<file path="src/rtl/config_pkg.sv">
// Slice of the CVA6 derived configuration type: only the fields reported by cva6_cfg_info.
// Field names follow the upstream config_pkg so the real package can replace this one.
package config_pkg;

  typedef struct packed {
    logic [31:0] XLEN, VLEN, PLEN, GPLEN;
    logic        RVA, RVB, RVC, RVF, RVD, RVH, RVS, RVU, RVV;
    logic        RVZCB, RVZCMT, RVZCMP, RVZiCond, RVZicntr, RVZihpm, ZKN;
    logic        XF16, XF16ALT, XF8, XFVec;
    logic [31:0] NUM_THREADS, NrCommitPorts, NrIssuePorts, NrWbPorts, NrRgprPorts;
    logic [31:0] NR_SB_ENTRIES;
    logic [31:0] ICACHE_SET_ASSOC, ICACHE_INDEX_WIDTH, ICACHE_LINE_WIDTH;
    logic [31:0] DCACHE_SET_ASSOC, DCACHE_INDEX_WIDTH, DCACHE_LINE_WIDTH;
    logic [31:0] InstrTlbEntries, DataTlbEntries, SharedTlbDepth, NrPMPEntries;
    logic [31:0] RASDepth, BTBEntries, BHTEntries;
    logic [63:0] DmBaseAddress, HaltAddress, ExceptionAddress;
  } cva6_cfg_t;

  localparam cva6_cfg_t cva6_cfg_empty = '0;

endpackage

</file>
<file path="src/rtl/cva6_cfg_info_pkg.sv">
// Word map, field packing and CRC-32 helpers for the configuration-discovery unit.
// Optional CRC word is enabled by defining CVA6_CFG_INFO_CRC_EN.
package cfg_info_pkg;
  import config_pkg::*;

  localparam logic [31:0] MAGIC = 32'h43564136;

  localparam int unsigned W_MAGIC   = 0;
  localparam int unsigned W_VERSION = 1;
  localparam int unsigned W_WIDTHS  = 2;
  localparam int unsigned W_ISA     = 3;
  localparam int unsigned W_PIPE    = 4;
  localparam int unsigned W_ICACHE  = 5;
  localparam int unsigned W_DCACHE  = 6;
  localparam int unsigned W_MMU     = 7;
  localparam int unsigned W_BPRED   = 8;
  localparam int unsigned W_DM_BASE = 9;
  localparam int unsigned W_HALT    = 10;
  localparam int unsigned W_EXC     = 11;
  localparam int unsigned W_CRC     = 12;

`ifdef CVA6_CFG_INFO_CRC_EN
  localparam int unsigned NUM_WORDS = 13;
`else
  localparam int unsigned NUM_WORDS = 12;
`endif

  // The map is padded to the full 4-bit index space; unused slots read as zero.
  localparam int unsigned MAP_DEPTH = 16;

  localparam logic [31:0] CRC_POLY_REFL = 32'hEDB88320;
  localparam logic [31:0] CRC_INIT      = 32'hFFFFFFFF;

  typedef enum logic [0:0] {StIdle, StStream} dump_state_e;

  typedef logic [MAP_DEPTH-1:0][31:0] info_map_t;

  function automatic logic [31:0] sat_field(logic [31:0] val, int unsigned width);
    logic [31:0] max_val;
    max_val = (32'd1 << width) - 32'd1;
    return (val > max_val) ? max_val : val;
  endfunction

  function automatic logic [31:0] pack4x8(logic [31:0] a, logic [31:0] b, logic [31:0] c,
                                          logic [31:0] d);
    return (sat_field(a, 8) << 24) | (sat_field(b, 8) << 16) | (sat_field(c, 8) << 8) |
           sat_field(d, 8);
  endfunction

  function automatic logic [31:0] pack_cache(logic [31:0] assoc, logic [31:0] idx_w,
                                             logic [31:0] line_w);
    return (sat_field(assoc, 8) << 24) | (sat_field(idx_w, 8) << 16) | sat_field(line_w, 16);
  endfunction

  // Words 0..11; the CRC word depends on all of these and is built separately.
  function automatic logic [31:0] pack_word(cva6_cfg_t cfg, logic [15:0] version,
                                            int unsigned idx);
    logic [31:0] w;
    logic [19:0] isa;
    isa = {cfg.XFVec, cfg.XF8, cfg.XF16ALT, cfg.XF16, cfg.ZKN, cfg.RVZihpm, cfg.RVZicntr,
           cfg.RVZiCond, cfg.RVZCMP, cfg.RVZCMT, cfg.RVZCB, cfg.RVV, cfg.RVU, cfg.RVS,
           cfg.RVH, cfg.RVD, cfg.RVF, cfg.RVC, cfg.RVB, cfg.RVA};
    w = '0;
    case (idx)
      W_MAGIC:   w = MAGIC;
      W_VERSION: w = {version, 8'(NUM_WORDS), 8'h00};
      W_WIDTHS:  w = pack4x8(cfg.XLEN, cfg.VLEN, cfg.PLEN, cfg.GPLEN);
      W_ISA:     w = {12'h000, isa};
      W_PIPE:    w = (sat_field(cfg.NUM_THREADS, 8) << 24) |
                     (sat_field(cfg.NrCommitPorts, 4) << 20) |
                     (sat_field(cfg.NrIssuePorts, 4) << 16) |
                     (sat_field(cfg.NrWbPorts, 4) << 12) |
                     (sat_field(cfg.NrRgprPorts, 4) << 8) |
                     sat_field(cfg.NR_SB_ENTRIES, 8);
      W_ICACHE:  w = pack_cache(cfg.ICACHE_SET_ASSOC, cfg.ICACHE_INDEX_WIDTH,
                                cfg.ICACHE_LINE_WIDTH);
      W_DCACHE:  w = pack_cache(cfg.DCACHE_SET_ASSOC, cfg.DCACHE_INDEX_WIDTH,
                                cfg.DCACHE_LINE_WIDTH);
      W_MMU:     w = pack4x8(cfg.InstrTlbEntries, cfg.DataTlbEntries, cfg.SharedTlbDepth,
                             cfg.NrPMPEntries);
      W_BPRED:   w = (sat_field(cfg.RASDepth, 8) << 24) | (sat_field(cfg.BTBEntries, 8) << 16) |
                     sat_field(cfg.BHTEntries, 16);
      W_DM_BASE: w = cfg.DmBaseAddress[31:0];
      W_HALT:    w = cfg.HaltAddress[31:0];
      W_EXC:     w = cfg.ExceptionAddress[31:0];
      default:   w = '0;
    endcase
    return w;
  endfunction

  // Reflected CRC-32 step over one word, bytes taken LSB first.
  function automatic logic [31:0] crc32_update(logic [31:0] crc, logic [31:0] word);
    logic [31:0] c;
    c = crc;
    for (int b = 0; b < 4; b++) begin
      c = c ^ {24'h0, word[8*b +: 8]};
      for (int k = 0; k < 8; k++) begin
        c = c[0] ? ((c >> 1) ^ CRC_POLY_REFL) : (c >> 1);
      end
    end
    return c;
  endfunction

  function automatic logic [31:0] map_crc(cva6_cfg_t cfg, logic [15:0] version);
    logic [31:0] c;
    c = CRC_INIT;
    for (int unsigned i = 0; i < W_CRC; i++) begin
      c = crc32_update(c, pack_word(cfg, version, i));
    end
    return ~c;
  endfunction

  function automatic info_map_t build_map(cva6_cfg_t cfg, logic [15:0] version);
    info_map_t m;
    m = '0;
    for (int unsigned i = 0; i < W_CRC; i++) begin
      m[i] = pack_word(cfg, version, i);
    end
`ifdef CVA6_CFG_INFO_CRC_EN
    m[W_CRC] = map_crc(cfg, version);
`endif
    return m;
  endfunction

endpackage

</file>
<file path="src/rtl/cva6_cfg_info_if.sv">
// Read-port and dump-port signals of cva6_cfg_info; suffixes are from the unit's point of view.
interface cva6_cfg_info_if;
  logic        req_valid_i;
  logic        req_ready_o;
  logic [3:0]  req_addr_i;
  logic        rsp_valid_o;
  logic        rsp_ready_i;
  logic [31:0] rsp_data_o;
  logic        rsp_err_o;
  logic        dump_start_i;
  logic        dump_busy_o;
  logic        dump_valid_o;
  logic        dump_ready_i;
  logic [31:0] dump_data_o;
  logic        dump_last_o;

  modport master (
    output req_valid_i, req_addr_i, rsp_ready_i, dump_start_i, dump_ready_i,
    input  req_ready_o, rsp_valid_o, rsp_data_o, rsp_err_o,
    input  dump_busy_o, dump_valid_o, dump_data_o, dump_last_o
  );

  modport slave (
    input  req_valid_i, req_addr_i, rsp_ready_i, dump_start_i, dump_ready_i,
    output req_ready_o, rsp_valid_o, rsp_data_o, rsp_err_o,
    output dump_busy_o, dump_valid_o, dump_data_o, dump_last_o
  );
endinterface

</file>
<file path="src/rtl/cva6_cfg_info_crc32.sv">
// Running CRC-32 over dumped words, one word per cycle; built only with CVA6_CFG_INFO_CRC_EN.
`ifdef CVA6_CFG_INFO_CRC_EN
module cfg_info_crc32
  import cfg_info_pkg::*;
(
  input  logic        clk_i,
  input  logic        rst_i,
  input  logic        clear_i,
  input  logic        update_i,
  input  logic [31:0] word_i,
  output logic [31:0] crc_o
);

  logic [31:0] crc_q, crc_d;

  always_comb begin
    crc_d = crc_q;
    if (clear_i) begin
      crc_d = CRC_INIT;
    end else if (update_i) begin
      crc_d = crc32_update(crc_q, word_i);
    end
  end

  always_ff @(posedge clk_i or posedge rst_i) begin
    if (rst_i) begin
      crc_q <= CRC_INIT;
    end else begin
      crc_q <= crc_d;
    end
  end

  assign crc_o = ~crc_q;

endmodule
`endif

</file>
<file path="src/rtl/cva6_cfg_info.sv">
// Read-only configuration map: random-access read port plus streaming dump port.
// Define CVA6_CFG_INFO_CRC_EN to append a CRC-32 word to the map.
module cva6_cfg_info
  import cfg_info_pkg::*;
#(
  parameter config_pkg::cva6_cfg_t CVA6Cfg     = config_pkg::cva6_cfg_empty,
  parameter logic [15:0]           InfoVersion = 16'h0001
) (
  input logic            clk_i,
  input logic            rst_i,
  cva6_cfg_info_if.slave bus
);

  localparam info_map_t Map     = build_map(CVA6Cfg, InfoVersion);
  localparam logic [3:0] LastIdx = 4'(NUM_WORDS - 1);

  // Read port: single response register.
  logic        req_ready;
  logic        req_accept;
  logic        rsp_valid_q, rsp_valid_d;
  logic [31:0] rsp_data_q, rsp_data_d;
  logic        rsp_err_q, rsp_err_d;

  assign req_ready  = !rsp_valid_q || bus.rsp_ready_i;
  assign req_accept = bus.req_valid_i && req_ready;

  always_comb begin
    rsp_valid_d = rsp_valid_q;
    rsp_data_d  = rsp_data_q;
    rsp_err_d   = rsp_err_q;
    if (req_accept) begin
      rsp_valid_d = 1'b1;
      rsp_data_d  = Map[bus.req_addr_i];
      rsp_err_d   = 32'(bus.req_addr_i) >= NUM_WORDS;
    end else if (bus.rsp_ready_i) begin
      rsp_valid_d = 1'b0;
    end
  end

  always_ff @(posedge clk_i or posedge rst_i) begin
    if (rst_i) begin
      rsp_valid_q <= 1'b0;
      rsp_data_q  <= '0;
      rsp_err_q   <= 1'b0;
    end else begin
      rsp_valid_q <= rsp_valid_d;
      rsp_data_q  <= rsp_data_d;
      rsp_err_q   <= rsp_err_d;
    end
  end

  assign bus.req_ready_o = req_ready;
  assign bus.rsp_valid_o = rsp_valid_q;
  assign bus.rsp_data_o  = rsp_data_q;
  assign bus.rsp_err_o   = rsp_err_q;

  // Dump port: independent of the read port.
  dump_state_e state_q, state_d;
  logic [3:0]  idx_q, idx_d;
  logic        streaming;
  logic        dump_hs;
  logic [31:0] dump_word;

  assign streaming = (state_q == StStream);
  assign dump_hs   = streaming && bus.dump_ready_i;

  always_comb begin
    state_d = state_q;
    idx_d   = idx_q;
    unique case (state_q)
      StIdle: begin
        if (bus.dump_start_i) begin
          state_d = StStream;
          idx_d   = '0;
        end
      end
      StStream: begin
        if (dump_hs) begin
          if (idx_q == LastIdx) begin
            state_d = StIdle;
            idx_d   = '0;
          end else begin
            idx_d = idx_q + 4'd1;
          end
        end
      end
      default: state_d = StIdle;
    endcase
  end

  always_ff @(posedge clk_i or posedge rst_i) begin
    if (rst_i) begin
      state_q <= StIdle;
      idx_q   <= '0;
    end else begin
      state_q <= state_d;
      idx_q   <= idx_d;
    end
  end

`ifdef CVA6_CFG_INFO_CRC_EN
  logic        crc_clear;
  logic        crc_update;
  logic [31:0] crc_value;

  // A new dump restarts the running CRC so it never carries state across streams.
  assign crc_clear  = (state_q == StIdle) && bus.dump_start_i;
  assign crc_update = dump_hs && (32'(idx_q) < W_CRC);

  cfg_info_crc32 u_crc (
    .clk_i    (clk_i),
    .rst_i    (rst_i),
    .clear_i  (crc_clear),
    .update_i (crc_update),
    .word_i   (dump_word),
    .crc_o    (crc_value)
  );

  always_comb begin
    dump_word = Map[idx_q];
    if (32'(idx_q) == W_CRC) begin
      dump_word = crc_value;
    end
  end
`else
  always_comb begin
    dump_word = Map[idx_q];
  end
`endif

  assign bus.dump_busy_o  = streaming;
  assign bus.dump_valid_o = streaming;
  assign bus.dump_data_o  = streaming ? dump_word : '0;
  assign bus.dump_last_o  = streaming && (idx_q == LastIdx);

endmodule

</file>
<file path="src/flat_wrapper.sv">
// flat-port wrapper written by rule: the top's interface ports become plain ports
module cva6_cfg_info_flat import cfg_info_pkg::*;
#(
  parameter config_pkg::cva6_cfg_t CVA6Cfg     = config_pkg::cva6_cfg_empty,
  parameter logic [15:0]           InfoVersion = 16'h0001
)
  (clk_i, rst_i, bus_req_valid_i, bus_req_addr_i, bus_rsp_ready_i, bus_dump_start_i, bus_dump_ready_i, bus_req_ready_o, bus_rsp_valid_o, bus_rsp_data_o, bus_rsp_err_o, bus_dump_busy_o, bus_dump_valid_o, bus_dump_data_o, bus_dump_last_o);
  cva6_cfg_info_if bus_i ();
  input logic clk_i;
  input logic rst_i;
  input wire logic [$bits(bus_i.req_valid_i)-1:0] bus_req_valid_i;
  input wire logic [$bits(bus_i.req_addr_i)-1:0] bus_req_addr_i;
  input wire logic [$bits(bus_i.rsp_ready_i)-1:0] bus_rsp_ready_i;
  input wire logic [$bits(bus_i.dump_start_i)-1:0] bus_dump_start_i;
  input wire logic [$bits(bus_i.dump_ready_i)-1:0] bus_dump_ready_i;
  output wire logic [$bits(bus_i.req_ready_o)-1:0] bus_req_ready_o;
  output wire logic [$bits(bus_i.rsp_valid_o)-1:0] bus_rsp_valid_o;
  output wire logic [$bits(bus_i.rsp_data_o)-1:0] bus_rsp_data_o;
  output wire logic [$bits(bus_i.rsp_err_o)-1:0] bus_rsp_err_o;
  output wire logic [$bits(bus_i.dump_busy_o)-1:0] bus_dump_busy_o;
  output wire logic [$bits(bus_i.dump_valid_o)-1:0] bus_dump_valid_o;
  output wire logic [$bits(bus_i.dump_data_o)-1:0] bus_dump_data_o;
  output wire logic [$bits(bus_i.dump_last_o)-1:0] bus_dump_last_o;
  assign bus_i.req_valid_i = bus_req_valid_i;
  assign bus_i.req_addr_i = bus_req_addr_i;
  assign bus_i.rsp_ready_i = bus_rsp_ready_i;
  assign bus_i.dump_start_i = bus_dump_start_i;
  assign bus_i.dump_ready_i = bus_dump_ready_i;
  assign bus_req_ready_o = bus_i.req_ready_o;
  assign bus_rsp_valid_o = bus_i.rsp_valid_o;
  assign bus_rsp_data_o = bus_i.rsp_data_o;
  assign bus_rsp_err_o = bus_i.rsp_err_o;
  assign bus_dump_busy_o = bus_i.dump_busy_o;
  assign bus_dump_valid_o = bus_i.dump_valid_o;
  assign bus_dump_data_o = bus_i.dump_data_o;
  assign bus_dump_last_o = bus_i.dump_last_o;
  cva6_cfg_info #(.CVA6Cfg(CVA6Cfg), .InfoVersion(InfoVersion)) u_core (.clk_i(clk_i), .rst_i(rst_i), .bus(bus_i));
endmodule
</file>
<file path="config.mk">
export PLATFORM = sky130hd
export DESIGN_NAME = cva6_cfg_info_flat
export DESIGN_NICKNAME = d
export VERILOG_FILES = /design/src/rtl/config_pkg.sv /design/src/rtl/cva6_cfg_info_pkg.sv /design/src/rtl/cva6_cfg_info_if.sv /design/src/rtl/cva6_cfg_info_crc32.sv /design/src/rtl/cva6_cfg_info.sv /design/src/flat_wrapper.sv
export SDC_FILE = /design/constraint.sdc
export NUM_CORES = 1
export LEC_CHECK = 0
export ABC_AREA = 1
export BUFFER_PORTS_ARGS = -buffer_cell sky130_fd_sc_hd__buf_2
export CORE_ASPECT_RATIO = 1.4
export CORE_UTILIZATION = 41
export CTS_CLUSTER_DIAMETER = 150
export DETAILED_ROUTE_END_ITERATION = 12
export GPL_TIMING_DRIVEN = 0
export PLACE_DENSITY = 0.89
export RECOVER_POWER = 50
export SLEW_MARGIN = 40
export SYNTH_ARGS = -nofsm -noshare
export SYNTH_HDL_FRONTEND = slang
export SYNTH_SLANG_ARGS = --single-unit
</file>
<file path="constraint.sdc">
create_clock -name clk_i -period 4.2 [get_ports clk_i]
set_clock_uncertainty 0.2 [all_clocks]
set_input_delay 0.21 -clock clk_i [delete_from_list [all_inputs] [get_ports clk_i]]
set_output_delay 0.21 -clock clk_i [all_outputs]
set_load 0.02 [all_outputs]
</file>
**Word level (Yosys, flattened, before mapping)**

Memory sizes are Yosys's and may differ from the RTL's. A register that Yosys moved wholly into a read port is not among the register bits.
Index checks and enable logic that the tools add are counted.

- Register bits after elaboration: 7
- Latch bits: 0
- RAM bits: 0
- ROM bits: 1024
- Output and inout bits: 70
- Word-level logic and storage cells: 32
- Memories kept: 2

Memories:

| memory | words | bits a word | read ports | clocked after memory_dff | write ports | RTL line | source |
|---|---|---|---|---|---|---|---|
| (no name shown) | 16 | 32 | 1 | 0 | 0 | cva6_cfg_info.sv:127 | `dump_word = Map[idx_q];` |
| (no name shown) | 16 | 32 | 1 | 1 | 0 | cva6_cfg_info.sv:33 | `rsp_data_d = Map[bus.req_addr_i];` |

- $add $sub $neg: 1
- Multiply operators: 0
- Divide/modulo/power cells: 0
- Magnitude comparators: 2
- Equal/unequal tests: 3
- Shift-type cells: 0
- Mux-type cells: 12
- Bitwise logic cells: 1
- Reduce and logical (&&, ||, !) cells: 7

Operators with widths:

| kind | count |
|---|---|
| $mux W32 | 2 |
| $mux W4 | 3 |
| $pmux W4 S2 | 1 |
| $lt A4 B5 Y1 const B | 1 |
| $mux W1 | 5 |
| $add A4 B1 Y4 const B | 1 |
| $eq A4 B4 Y1 const B | 1 |
| $ge A4 B4 Y1 const B | 1 |
| $ne A2 B2 Y1 const B | 2 |
| $logic_and A1 B1 Y1 | 3 |
| $pmux W1 S2 | 1 |
| $reduce_and A2 Y1 | 1 |
| $reduce_bool A2 Y1 | 1 |
| $logic_not A1 Y1 | 1 |
| $logic_or A1 B1 Y1 | 1 |
| $not A1 Y1 | 1 |

**Longest topological paths before layout**

- Depth in word-level cells: 4
- Gate-level depth with buffers: 6

**Worst setup path after synthesis**

No wires, ideal clock.

- Kind: flip-flop to output port
- From: register u_core.idx_q[0]
- To: output port bus_dump_data_o[14]
- Arrival time: 1.630 ns
- Data required time: 3.790 ns
- Slack: 2.160 ns
- Stages on the path, launching flop included: 6
- Path buffers: 1
- Path through: dfrtp_1 inv_1 ha_1 nand3_1 nor2_1 buf_4

- Longest elaborated chain between the ends: 3

Ends and longest elaborated chain:

| what | RTL line | source |
|---|---|---|
| from (decl) | cva6_cfg_info.sv:59 | `logic [3:0] idx_q, idx_d;` |
| from (signal assigned) | cva6_cfg_info.sv:97 | `idx_q <= idx_d;` |
| $mem_v2 Z16 W32 | n/a |  |
| $mux W32 (implied by the code) | cva6_cfg_info.sv:127 |  |
| $mux W32 | cva6_cfg_info.sv:133 | `assign bus.dump_data_o = streaming ? dump_word : '0;` |
| to (decl) | flat_wrapper.sv:22 | `output wire logic [$bits(bus_i.dump_data_o)-1:0] bus_dump_data_o;` |

No other way between the ends. The select of a mux whose other input is x is not followed.

**Worst setup path in the final report**

- From: register u_core.idx_q[0]
- To: output port bus_dump_data_o[20]

Same word-level chain as after synthesis.

==> flow_summary.toml <==
[floorplanning]
die_x_um = 42.7
dieArea_mm2 = 0.00252
io_pins = 80
core_mm2 = 0.00218
num_rows = 20
die_y_um = 59.0
initial_core_util_pct = 43.7

[clock_network]
cts_resized = 0
cts_tree = "done"
root_buffer = "clkbuf_4"
numCtsBuffers = 3
clock_sinks = 9
path_clk_slew_ps = 60
htree_levels = 1
insertion_delay_ps = 250
clock_path_buffers = 2

[logic_synthesis]
yosysWarnings = 0
avgSynthCellArea_um2 = 7.68
syn_inst = 124
ys_types = 17
ys_seq_area_share_pct = 23.7
synth_area_um2 = 952
ys_ff_latch = 9

[place]
portBuffers = 47
place_inst = 224
place.gp.congestion = 0.702
dp_hpwl_um = 1560

[layout]
nFillCells = 218
final_cells = 229
drive_gt1_share_pct = 50.2
syn_to_final_growth_pct = 42.1
layout.nets = 221
antenna_cells = 0

[sta]
finalMaxSlewViolations = 0
final.min_clock_period_ps = 2330
relSlewSlack_pct = 55.0
tns_ps = 0
setup-violations-final = 0
rsz0062_at_grt = "false"
finalHoldViolations = 0
fmax_mhz = 429
tightest_slew_ps = 673
min_period_over_period_pct = 55.5

[pwr]
power_uw = 660
pwr_density_cell_mw_per_mm2 = 488
peakVddDrop_uv = 214
p_leak_nw = 0.923

[detailed_routing]
drc_errors = 0
viasPerCell = 3.74
wl_per_cell_um = 7.89
dr.first_iter.drc_count = 7
drt.antenna.violating_nets = 0
dr.pass1.iters = 4
drt-total-wl_um = 1810
vias = 856

[worst_setup_path]
required_ps = 3790
r2r_slack_ps = 2810
r2r_end = "u_core.idx_q[3]"
critPathLaunchType = "register"
arrival_ps = 1920
timing.critical_path.to = "bus_dump_data_o[20]"
worst-path-max-fanout = 13
startpoint = "u_core.idx_q[0]"
critical_path_class = "reg2out"
reg2regPathDepth = 6
cp-end-kind = "primary output"
r2r-start = "u_core.idx_q[0]"

[global_routing]
overflow = 0
grt_pass1_vias = 734
track_usage_pct = 15.2
grt_max_degree = 15
antenna_found_initial = 0
grt_pass1_wl_um = 2930

[job]
drv_cap = 0

[hold_path]
min_path_type = "in2reg"
holdPathStages = 3

[outcome]
outcome = "completed"
==> worst max-delay path, cell delays in order, from the launching register on <==
cell and delay, ps:
dfrtp_1 420, inv_1 120, ha_1 160, nand3_1 70, nor2_1 530, buf_4 220, buf_2 150
==> worst min-delay path by stage <==
stage | startpoint | end | slack [ps]
2_1_floorplan | rst_i | u_core.bus.dump_busy_o | -160
3_3_place_gp | rst_i | u_core.bus.rsp_valid_o | -20
3_5_place_dp | rst_i | u_core.idx_q[3] | -7
4_1_cts | bus_req_addr_i[2] | u_core.bus.rsp_err_o | 30
5_1_grt | bus_req_addr_i[0] | u_core.bus.rsp_data_o[16] | 40
6_report | bus_req_addr_i[2] | u_core.bus.rsp_err_o | 30
==> cell usage in the layout (no fill, tap or decap) <==
cell and n:
a22oi_1 1, buf_2 39, buf_4 60, clkbuf_1 10, clkbuf_4 4, conb_1 32
dfrtp_1 9, dlygate4sd3_1 1, ha_1 3, inv_1 12, nand2_1 13, nand2_2 1
nand3_1 5, nand4_1 2, nor2_1 5, nor3_1 1, o21ai_0 7, or2_1 1
xor2_1 1
==> metrics by stage <==
stage	hold slack (ps)	utilization [%]	setup slack [ps]	cell area [µm²]
after global placement	-16.6	61.1	2160	1330
after detailed placement	-7.02	61.1	2130	1330
after floorplan	-162	-	2160	1070
final	31.9	62.1	1870	1350
after CTS	32.2	62.8	1830	1370
after global routing	44.7	62.1	1710	1350
==> kinds of logic after synthesis <==
| kind of cell | Yosys count | share of synthesized area [%] |
|---|---|---|
| xor gates and xnor gates | 1 | 0.920 |
| adders and majority gates | 3 | 3.94 |
| DFF | 9 | 23.7 |
| other | 1 | 0.394 |
| buffers and inverters | 74 | 53.4 |
| and+or+nand+nor | 28 | 12.9 |
| AOI/OAI and AO/OA | 8 | 4.86 |
==> Yosys cell counts <==
| library cell | instances | area (µm²) |
|---|---|---|
| buf_4 | 61 | 458 |
| o21ai_2 | 1 | 8.76 |
| nand2_1 | 13 | 48.8 |
| conb_1 | 1 | 3.75 |
| ha_1 | 3 | 37.5 |
| xor2_1 | 1 | 8.76 |
| nand3_1 | 5 | 25.0 |
| buf_2 | 1 | 5.00 |
| inv_1 | 12 | 45.0 |
| a22oi_1 | 1 | 7.51 |
| nor3_1 | 1 | 5.00 |
| nand2_2 | 1 | 6.26 |
| dfrtp_1 | 9 | 225 |
| o21ai_0 | 6 | 30.0 |
| nand4_1 | 2 | 12.5 |
| or2_1 | 1 | 6.26 |
| nor2_1 | 5 | 18.8 |
==> routing by layer <==
metal | vias to the layer above | global-route usage, % | part of all wire (%)
li1 | 455 | - | -
met1 | 354 | 14.0 | 33
met2 | 45 | 30.7 | 57
met4 | 0 | 8.04 | 1.3
met3 | 2 | 2.44 | 8.6
met5 | - | 0 | 0
==> layout make-up <==
cell class                      instances  area (µm²)  share of cell area (%)
Sequential cell                         9         225                    16.7
Clock buffer                            4        26.3                    1.94
Multi-Input combinational cell         72         332                    24.5
Timing Repair Buffer                   48         234                    17.3
Inverter                               12        45.0                    3.33
Buffer                                 62         463                    34.2
Tap cell                               22        27.5                    2.04
==> repair_timing <==
item | 4_1_cts | 5_1_grt
setup buffers | 0 | 0
hold buffers | 1 | 0
hold endpoints to repair | 9 | 0
==> flip-flops by register name (all words and copies together) (netlist names) <==
signal and flops:
u_core.bus.dump_busy_o 1, u_core.bus.rsp_data_o 2, u_core.bus.rsp_valid_o 1, u_core.idx_q 4
u_core.bus.rsp_err_o 1
==> report_power, final <==
| part | switching (mW) | leakage (nW) | internal, mW |
|---|---|---|---|
| combinational | 0.263 | 0.797 | 0.203 |
| sequential | 0.0200 | 0.111 | 0.108 |
| clock | 0.0293 | 0.0150 | 0.0366 |
No activity file was read; power rests on OpenSTA's default activity.
